**src/rtl/threshold2_div_pkg.sv**
```systemverilog
// Shared widths, state encoding and helpers for the threshold2 sequential divider.
// Optional rounding is enabled by defining THRESHOLD2_DIV_ROUND_EN.
package threshold2_div_pkg;

  localparam int DIVIDEND_WIDTH = 28;
  localparam int DIVISOR_WIDTH  = 8;
  localparam int QUOTIENT_WIDTH = 20;
  localparam int CNT_WIDTH      = $clog2(QUOTIENT_WIDTH);

  localparam logic [QUOTIENT_WIDTH-1:0] QUOT_MAX = {QUOTIENT_WIDTH{1'b1}};
  localparam logic [CNT_WIDTH-1:0]      CNT_LAST = CNT_WIDTH'(QUOTIENT_WIDTH - 1);

  typedef enum logic [1:0] {
    IDLE = 2'd0,
    CALC = 2'd1,
    DONE = 2'd2
  } state_e;

  // The quotient cannot fit in QUOTIENT_WIDTH bits when the upper dividend
  // slice already reaches the divisor, or when the divisor is zero.
  function automatic logic div_early_ovf(input logic [DIVISOR_WIDTH-1:0] hi,
                                         input logic [DIVISOR_WIDTH-1:0] dv);
    return (dv == {DIVISOR_WIDTH{1'b0}}) || (hi >= dv);
  endfunction

endpackage

```
**src/rtl/threshold2_div_seq_if.sv**
```systemverilog
// Operand/result handshake bundle for threshold2_div_seq.
// master = upstream/downstream environment, slave = divider.
interface threshold2_div_seq_if;
  import threshold2_div_pkg::*;

  logic                      in_valid;
  logic                      in_ready;
  logic [DIVIDEND_WIDTH-1:0] dividend;
  logic [DIVISOR_WIDTH-1:0]  divisor;
  logic                      out_valid;
  logic                      out_ready;
  logic [QUOTIENT_WIDTH-1:0] quotient;
  logic [DIVISOR_WIDTH-1:0]  remainder;
  logic                      ovf;

  modport master (
    output in_valid, dividend, divisor, out_ready,
    input  in_ready, out_valid, quotient, remainder, ovf
  );

  modport slave (
    input  in_valid, dividend, divisor, out_ready,
    output in_ready, out_valid, quotient, remainder, ovf
  );
endinterface

```
**src/rtl/threshold2_div_step.sv**
```systemverilog
// One combinational restoring-division step: shift in one dividend bit,
// subtract the divisor when it fits, and report the resulting quotient bit.
module threshold2_div_step
  import threshold2_div_pkg::*;
(
  input  logic [DIVISOR_WIDTH:0]   rem_i,
  input  logic                     bit_i,
  input  logic [DIVISOR_WIDTH-1:0] divisor_i,
  output logic [DIVISOR_WIDTH:0]   rem_o,
  output logic                     q_o
);

  logic [DIVISOR_WIDTH+1:0] t_s;

  // trial subtraction of the divisor from the shifted partial remainder
  always_comb begin
    t_s = {rem_i, bit_i};
    if (t_s >= {2'b00, divisor_i}) begin
      q_o   = 1'b1;
      rem_o = (DIVISOR_WIDTH+1)'(t_s - {2'b00, divisor_i});
    end else begin
      q_o   = 1'b0;
      rem_o = t_s[DIVISOR_WIDTH:0];
    end
  end

endmodule

```
**src/rtl/threshold2_div_seq.sv**
```systemverilog
// Sequential unsigned restoring divider (28 / 8 -> 20-bit quotient, 8-bit remainder).
// Optional round-to-nearest on the quotient when THRESHOLD2_DIV_ROUND_EN is defined.
module threshold2_div_seq
  import threshold2_div_pkg::*;
(
  input  logic                 ap_clk,
  input  logic                 ap_rst,
  threshold2_div_seq_if.slave  bus
);

  state_e                    state_q, state_d;
  logic [DIVISOR_WIDTH:0]    rem_q, rem_d;
  logic [QUOTIENT_WIDTH-1:0] shift_q, shift_d;
  logic [CNT_WIDTH-1:0]      cnt_q, cnt_d;
  logic [DIVISOR_WIDTH-1:0]  divisor_q, divisor_d;
  logic [QUOTIENT_WIDTH-1:0] quotient_q, quotient_d;
  logic [DIVISOR_WIDTH-1:0]  remainder_q, remainder_d;
  logic                      ovf_q, ovf_d;
  logic                      out_valid_q, out_valid_d;
  logic                      in_ready_q, in_ready_d;

  logic [DIVISOR_WIDTH:0]    step_rem_s;
  logic                      step_q_s;
  logic [QUOTIENT_WIDTH-1:0] fin_quot_s;

  // The shift register feeds dividend bits from its MSB and collects quotient
  // bits at its LSB, so after the last step it holds the full quotient.
  threshold2_div_step u_step (
    .rem_i     (rem_q),
    .bit_i     (shift_q[QUOTIENT_WIDTH-1]),
    .divisor_i (divisor_q),
    .rem_o     (step_rem_s),
    .q_o       (step_q_s)
  );

  // next-state and result computation
  always_comb begin
    state_d     = state_q;
    rem_d       = rem_q;
    shift_d     = shift_q;
    cnt_d       = cnt_q;
    divisor_d   = divisor_q;
    quotient_d  = quotient_q;
    remainder_d = remainder_q;
    ovf_d       = ovf_q;
    out_valid_d = out_valid_q;
    in_ready_d  = in_ready_q;
    fin_quot_s  = {shift_q[QUOTIENT_WIDTH-2:0], step_q_s};

    case (state_q)
      IDLE: begin
        if (bus.in_valid && in_ready_q) begin
          divisor_d  = bus.divisor;
          in_ready_d = 1'b0;
          if (div_early_ovf(bus.dividend[DIVIDEND_WIDTH-1:QUOTIENT_WIDTH], bus.divisor)) begin
            state_d     = DONE;
            ovf_d       = 1'b1;
            quotient_d  = QUOT_MAX;
            remainder_d = {DIVISOR_WIDTH{1'b0}};
            out_valid_d = 1'b1;
          end else begin
            state_d = CALC;
            rem_d   = {1'b0, bus.dividend[DIVIDEND_WIDTH-1:QUOTIENT_WIDTH]};
            shift_d = bus.dividend[QUOTIENT_WIDTH-1:0];
            cnt_d   = {CNT_WIDTH{1'b0}};
          end
        end else begin
          state_d = IDLE;
        end
      end

      CALC: begin
        rem_d   = step_rem_s;
        shift_d = fin_quot_s;
        cnt_d   = cnt_q + {{(CNT_WIDTH-1){1'b0}}, 1'b1};
        if (cnt_q == CNT_LAST) begin
          state_d     = DONE;
          out_valid_d = 1'b1;
          remainder_d = step_rem_s[DIVISOR_WIDTH-1:0];
          ovf_d       = 1'b0;
`ifdef THRESHOLD2_DIV_ROUND_EN
          // round half up; the remainder output stays truncated
          if ({step_rem_s, 1'b0} >= {2'b00, divisor_q}) begin
            if (fin_quot_s == QUOT_MAX) begin
              quotient_d = QUOT_MAX;
              ovf_d      = 1'b1;
            end else begin
              quotient_d = fin_quot_s + {{(QUOTIENT_WIDTH-1){1'b0}}, 1'b1};
            end
          end else begin
            quotient_d = fin_quot_s;
          end
`else
          quotient_d = fin_quot_s;
`endif
        end else begin
          state_d = CALC;
        end
      end

      DONE: begin
        if (bus.out_ready) begin
          state_d     = IDLE;
          out_valid_d = 1'b0;
          in_ready_d  = 1'b1;
        end else begin
          state_d = DONE;
        end
      end

      default: begin
        state_d     = IDLE;
        out_valid_d = 1'b0;
        in_ready_d  = 1'b1;
      end
    endcase
  end

  // state and registered outputs; reset aborts any operation in flight
  always_ff @(posedge ap_clk) begin
    if (ap_rst) begin
      state_q     <= IDLE;
      rem_q       <= {(DIVISOR_WIDTH+1){1'b0}};
      shift_q     <= {QUOTIENT_WIDTH{1'b0}};
      cnt_q       <= {CNT_WIDTH{1'b0}};
      divisor_q   <= {DIVISOR_WIDTH{1'b0}};
      quotient_q  <= {QUOTIENT_WIDTH{1'b0}};
      remainder_q <= {DIVISOR_WIDTH{1'b0}};
      ovf_q       <= 1'b0;
      out_valid_q <= 1'b0;
      in_ready_q  <= 1'b1;
    end else begin
      state_q     <= state_d;
      rem_q       <= rem_d;
      shift_q     <= shift_d;
      cnt_q       <= cnt_d;
      divisor_q   <= divisor_d;
      quotient_q  <= quotient_d;
      remainder_q <= remainder_d;
      ovf_q       <= ovf_d;
      out_valid_q <= out_valid_d;
      in_ready_q  <= in_ready_d;
    end
  end

  assign bus.in_ready  = in_ready_q;
  assign bus.out_valid = out_valid_q;
  assign bus.quotient  = quotient_q;
  assign bus.remainder = remainder_q;
  assign bus.ovf       = ovf_q;

endmodule

```
**src/flat_wrapper.sv**
```systemverilog
// flat-port wrapper written by rule: the top's interface ports become plain ports
module threshold2_div_seq_flat import threshold2_div_pkg::*;
  (ap_clk, ap_rst, bus_in_valid, bus_dividend, bus_divisor, bus_out_ready, bus_in_ready, bus_out_valid, bus_quotient, bus_remainder, bus_ovf);
  threshold2_div_seq_if bus_i ();
  input  logic ap_clk;
  input  logic ap_rst;
  input wire logic [$bits(bus_i.in_valid)-1:0] bus_in_valid;
  input wire logic [$bits(bus_i.dividend)-1:0] bus_dividend;
  input wire logic [$bits(bus_i.divisor)-1:0] bus_divisor;
  input wire logic [$bits(bus_i.out_ready)-1:0] bus_out_ready;
  output wire logic [$bits(bus_i.in_ready)-1:0] bus_in_ready;
  output wire logic [$bits(bus_i.out_valid)-1:0] bus_out_valid;
  output wire logic [$bits(bus_i.quotient)-1:0] bus_quotient;
  output wire logic [$bits(bus_i.remainder)-1:0] bus_remainder;
  output wire logic [$bits(bus_i.ovf)-1:0] bus_ovf;
  assign bus_i.in_valid = bus_in_valid;
  assign bus_i.dividend = bus_dividend;
  assign bus_i.divisor = bus_divisor;
  assign bus_i.out_ready = bus_out_ready;
  assign bus_in_ready = bus_i.in_ready;
  assign bus_out_valid = bus_i.out_valid;
  assign bus_quotient = bus_i.quotient;
  assign bus_remainder = bus_i.remainder;
  assign bus_ovf = bus_i.ovf;
  threshold2_div_seq u_core (.ap_clk(ap_clk), .ap_rst(ap_rst), .bus(bus_i));
endmodule
```
**config.mk**
```make
export PLATFORM = sky130hd
export DESIGN_NAME = threshold2_div_seq_flat
export DESIGN_NICKNAME = d
export VERILOG_FILES = /design/src/rtl/threshold2_div_pkg.sv /design/src/rtl/threshold2_div_seq_if.sv /design/src/rtl/threshold2_div_step.sv /design/src/rtl/threshold2_div_seq.sv /design/src/flat_wrapper.sv
export SDC_FILE = /design/constraint.sdc
export NUM_CORES = 1
export LEC_CHECK = 0
export CELL_PAD_IN_SITES_DETAIL_PLACEMENT = 1
export CELL_PAD_IN_SITES_GLOBAL_PLACEMENT = 1
export CORE_MARGIN = 3
export CORE_UTILIZATION = 43
export DETAILED_ROUTE_END_ITERATION = 8
export HOLD_SLACK_MARGIN = 0.03
export PLACE_DENSITY = 0.95
export RECOVER_POWER = 50
export SLEW_MARGIN = 20
export SYNTH_ARGS = -nofsm -noshare
export SYNTH_HDL_FRONTEND = slang
export SYNTH_SLANG_ARGS = --single-unit
```
**constraint.sdc**
```tcl
create_clock -name ap_clk -period 3.7 [get_ports ap_clk]
set_input_delay 0.37 -clock ap_clk [delete_from_list [all_inputs] [get_ports ap_clk]]
set_output_delay 0.37 -clock ap_clk [all_outputs]
set_load 0.05 [all_outputs]
```
==> impl_results.md <==
* Leak at 2.041 nW
* Starting density of the core at 45.00%
* First-pass DRT Iterations at 4
* Simple-gate portion of the synthesized area at 17.95%
* Sequential group share of total power at 38.1%
* Sequential share of the synthesized area at 37.52%
* Total net switching power at 0.0009194 W
* Top cell type's share of synthesized area at 37.52%
* First-pass GRT wire length at 19590 µm
* NumNets Final at 565
* XOR/XNOR share of the synthesized area at 0.6567%
* Inst Count DP at 604
* Row cnt at 34
* RSZ-0062 raised after global routing: no
* Top routing layer in use: met4
* P_int at 0.001575 W
* Final Non-Filler Cells at 620
* Via-per-instance ratio at 5.876
* Mapped Cells at 452
* Initial antenna violation count at 0
* Routed wl met2 at 6232 µm
* HPWL Detailed at 8302 µm
* Die ar. at 0.01050 mm²
* Clk_lat worst skew at 0.35 ns
* PD cells at 505.4 mW/mm²
* Synthesized cell area at 0.004001 mm²
* Final hold slack at 0.4610 ns
* Hold Vio Cnt, Final at 0
* N_diodes at 0
* Setup TNS at 0 ns
* Most numerous cell on the critical path: o211ai_1
* Min-Delay Path Class: flip-flop to flip-flop
* Clk Tree Root Cell: clkbuf_8
* Proportion of synthesized area in mux cells at 8.849%
* Main synth FF type: dfxtp_1
* Overflow after GRT at 0
* GRT Util Overall at 23.83%
* Met1 Wirelength at 5128 µm
* Status: finished clean
* TritonCTS Buffers at 9
* Core Area at 0.008891 mm²
* Post-Synth Adder-Cell Area at 5.816%
* Total power at 0.002494 W
* Crit path kind: input port to flip-flop
* RD Place Congestion at 0.8468
* Routed len/inst at 19.38 µm
* Worst-path clk slew at 0.08 ns
* Post-Route Skew at 0.008764 ns
* Vias in the first global route at 3885
* CTS sink cnt at 75
* FF+latch area at 0.001501 mm²
* Compound-gate portion of the synthesized area at 21.20%
* Largest net degree at the start of global routing at 50
* Combinational family with the most area after synthesis: compound AO/OA/AOI/OAI gates
* Startpoint type of the worst setup path: input port
* Syn_area_per_cell at 8.853 µm²
* Slowest Stage Delay on Critical Path at 0.76 ns
* Clk pwr share at 26.8%
* Longest Clk Path Bufs at 2
* Post_cts resized at 0
* CTS tree: built
* EDFF count, synth at 0
* Setup crit end kind: flip-flop
* Worst EP arrival at 3.21 ns
* Critical Path RT at 3.88 ns
* Synth area leader: dfxtp_1
* FF+latch count, synth at 75
* DR WL met3 at 443 µm
* Post-Syn Nets at 510
* Drt initial violations at 128
* Final setup fails at 0
* Synth area leaders: dfxtp_1, a211oi_1, mux2i_1
* Max-slew violations at 0
* Die Y-Extent at 102.5 µm
* Die Wd at 102.5 µm
* DRC violations left at 0
* Worst IR drop on VDD at 211.5 µV
* Multi-input logic area at 0.002172 mm²
* Synth warn at 0
* Vias at 3643
* Tmin final at 3.031 ns
* Max Freq at 329.9 MHz
* Cell Chain, Critical Path: clkdlybuf4s50_1, inv_1, ha_1, o211ai_1, or3_4, o211ai_1, buf_12, mux2i_1, a211oi_1
* Synth unique cells at 50
* H-tree levels at 3
* Quantity of I/O buffers inserted on ports at 70
* Post-CTS Setup Inserts at 0
* Number of fill cells at 1021
* Slowest-stage cell, CP: o211ai_1
* Detail Route Antenna Nets at 0
* Hold_buf cts at 0
* Crit Path Max Fanout at 27
* Worst slew pin tran at 1.078 ns
* Period utilization at 81.93%
* Worst slew margin at 28.13%
* Share of cells above drive strength 1 at 6.445%
* Area growth syn-to-layout at 23.36%
* Switching part of the total power at 36.86%
* WL final at 12020 µm
* Ys async rst share at 0%
* Combinational Power Share at 35.1%
* Max Cap Viol at 0
* I/O pin cnt at 71
## metrics by stage
step | setup WS [ns] | util (%) | area [µm²]
2_1_floorplan | 1.573 | - | 4001
3_3_place_gp | 0.8714 | 53.36 | 4745
3_5_place_dp | 0.7110 | 53.36 | 4745
4_1_cts | 1.089 | 55.71 | 4954
5_1_grt | 0.4979 | 55.52 | 4936
6_report | 0.6687 | 55.52 | 4936
## cell usage in the layout (no fill, tap or decap), types with 6 or more instances in the layout
cell type        synthesis  final
dlygate4sd3_1            0     31
buf_4                    2      6
a211oi_1                44     44
mux2i_1                 32     32
nor4b_1                 21     21
nand3_1                  8      8
nor2_1                  36     36
o211ai_1                 5      6
nand2b_1                 9      8
nand2_1                 26     26
clkdlybuf4s50_1          0     38
a21oi_1                 20     20
nor2b_1                 14     14
inv_1                   41     41
ha_1                    17     17
clkbuf_8                 0     10
dfxtp_1                 75     75
o22ai_1                  6      6
## state kept, by name (all words and copies together) (netlist names)
| name | flops |
|---|---|
| u_core.bus.in_ready | 1 |
| u_core.rem_q | 9 |
| u_core.bus.ovf | 1 |
| u_core.bus.remainder | 8 |
| u_core.shift_q | 20 |
| u_core.state_q | 2 |
| u_core.bus.out_valid | 1 |
| u_core.cnt_q | 5 |
| u_core.divisor_q | 8 |
| u_core.bus.quotient | 20 |
## worst max-delay path: cells and delay by family
| kind | cells | cell delay (ns) |
|---|---|---|
| adder cells (fa/ha/maj) | 1 | 0.31 |
| AO/OA/AOI/OAI | 3 | 0.97 |
| AND/OR/NAND/NOR | 1 | 0.41 |
| multiplexers | 1 | 0.26 |
| buffers and inverters | 3 | 0.87 |
## Yosys cell counts (2+ instances only)
master and count:
nor4_1 2, o311ai_0 3, mux2i_1 32, xor2_1 3
clkbuf_1 22, nand4_1 3, nor2_1 36, a2111oi_0 3
o21ai_0 5, o2bb2ai_1 5, buf_6 3, nor3_1 3
o22ai_1 6, a311oi_1 3, a211oi_1 44, o31ai_1 2
nor3b_1 2, a21oi_1 20, nand2b_1 9, o211ai_1 5
inv_1 41, nor2b_1 14, buf_2 6, nand2_1 26
a2bb2o_1 4, o21a_1 5, dfxtp_1 75, nand3_1 8
ha_1 17, mux2_2 3, and3b_1 2, nor4b_1 21
buf_4 2
## area by class of cell
| cell class | instances | area share (%) |
|---|---|---|
| multi-input combinational | 302 | 44.01 |
| sequential | 75 | 30.42 |
| timing repair buffer | 78 | 15.49 |
| inverter | 41 | 3.118 |
| clock buffer | 10 | 2.788 |
| tap | 108 | 2.738 |
| clock inverter | 6 | 1.445 |
## per-layer routing
layer	up-vias	track usage, %
li1	1740	-
met1	1780	29.38
met2	102	41.71
met3	21	4.300
met4	0	7.972
met5	-	0
## worst paths after layout
| path | from | end | slack, ns | cells after the start |
|---|---|---|---|---|
| min | u_core.divisor_q[6] | u_core.divisor_q[6] | 0.46 | 2 |
| max reg2reg | u_core.state_q[0] | u_core.bus.remainder[0] | 0.81 | 6 |
| min reg2reg | u_core.divisor_q[6] | u_core.divisor_q[6] | 0.46 | 2 |
| max | bus_divisor[7] | u_core.shift_q[7] | 0.67 | 9 |
## cell families after synthesis
family | Yosys count
buffers and inverters | 75
and+or+nand+nor | 131
xor gates and xnor gates | 3
AOI/OAI and AO/OA | 115
adders and majority gates | 18
muxes | 35
DFF | 75
## power by group through the flow
stage               Combinational (W)  Sequential [W]  Clock (W)
floorplan                    0.000544         0.00103          0
global placement             0.000834        0.000960          0
detailed placement           0.000869        0.000966          0
CTS                          0.000887        0.000950   0.000677
global route                 0.000948        0.000960   0.000710
finish                       0.000876        0.000949   0.000670
Power figures use the tool's default switching activity.
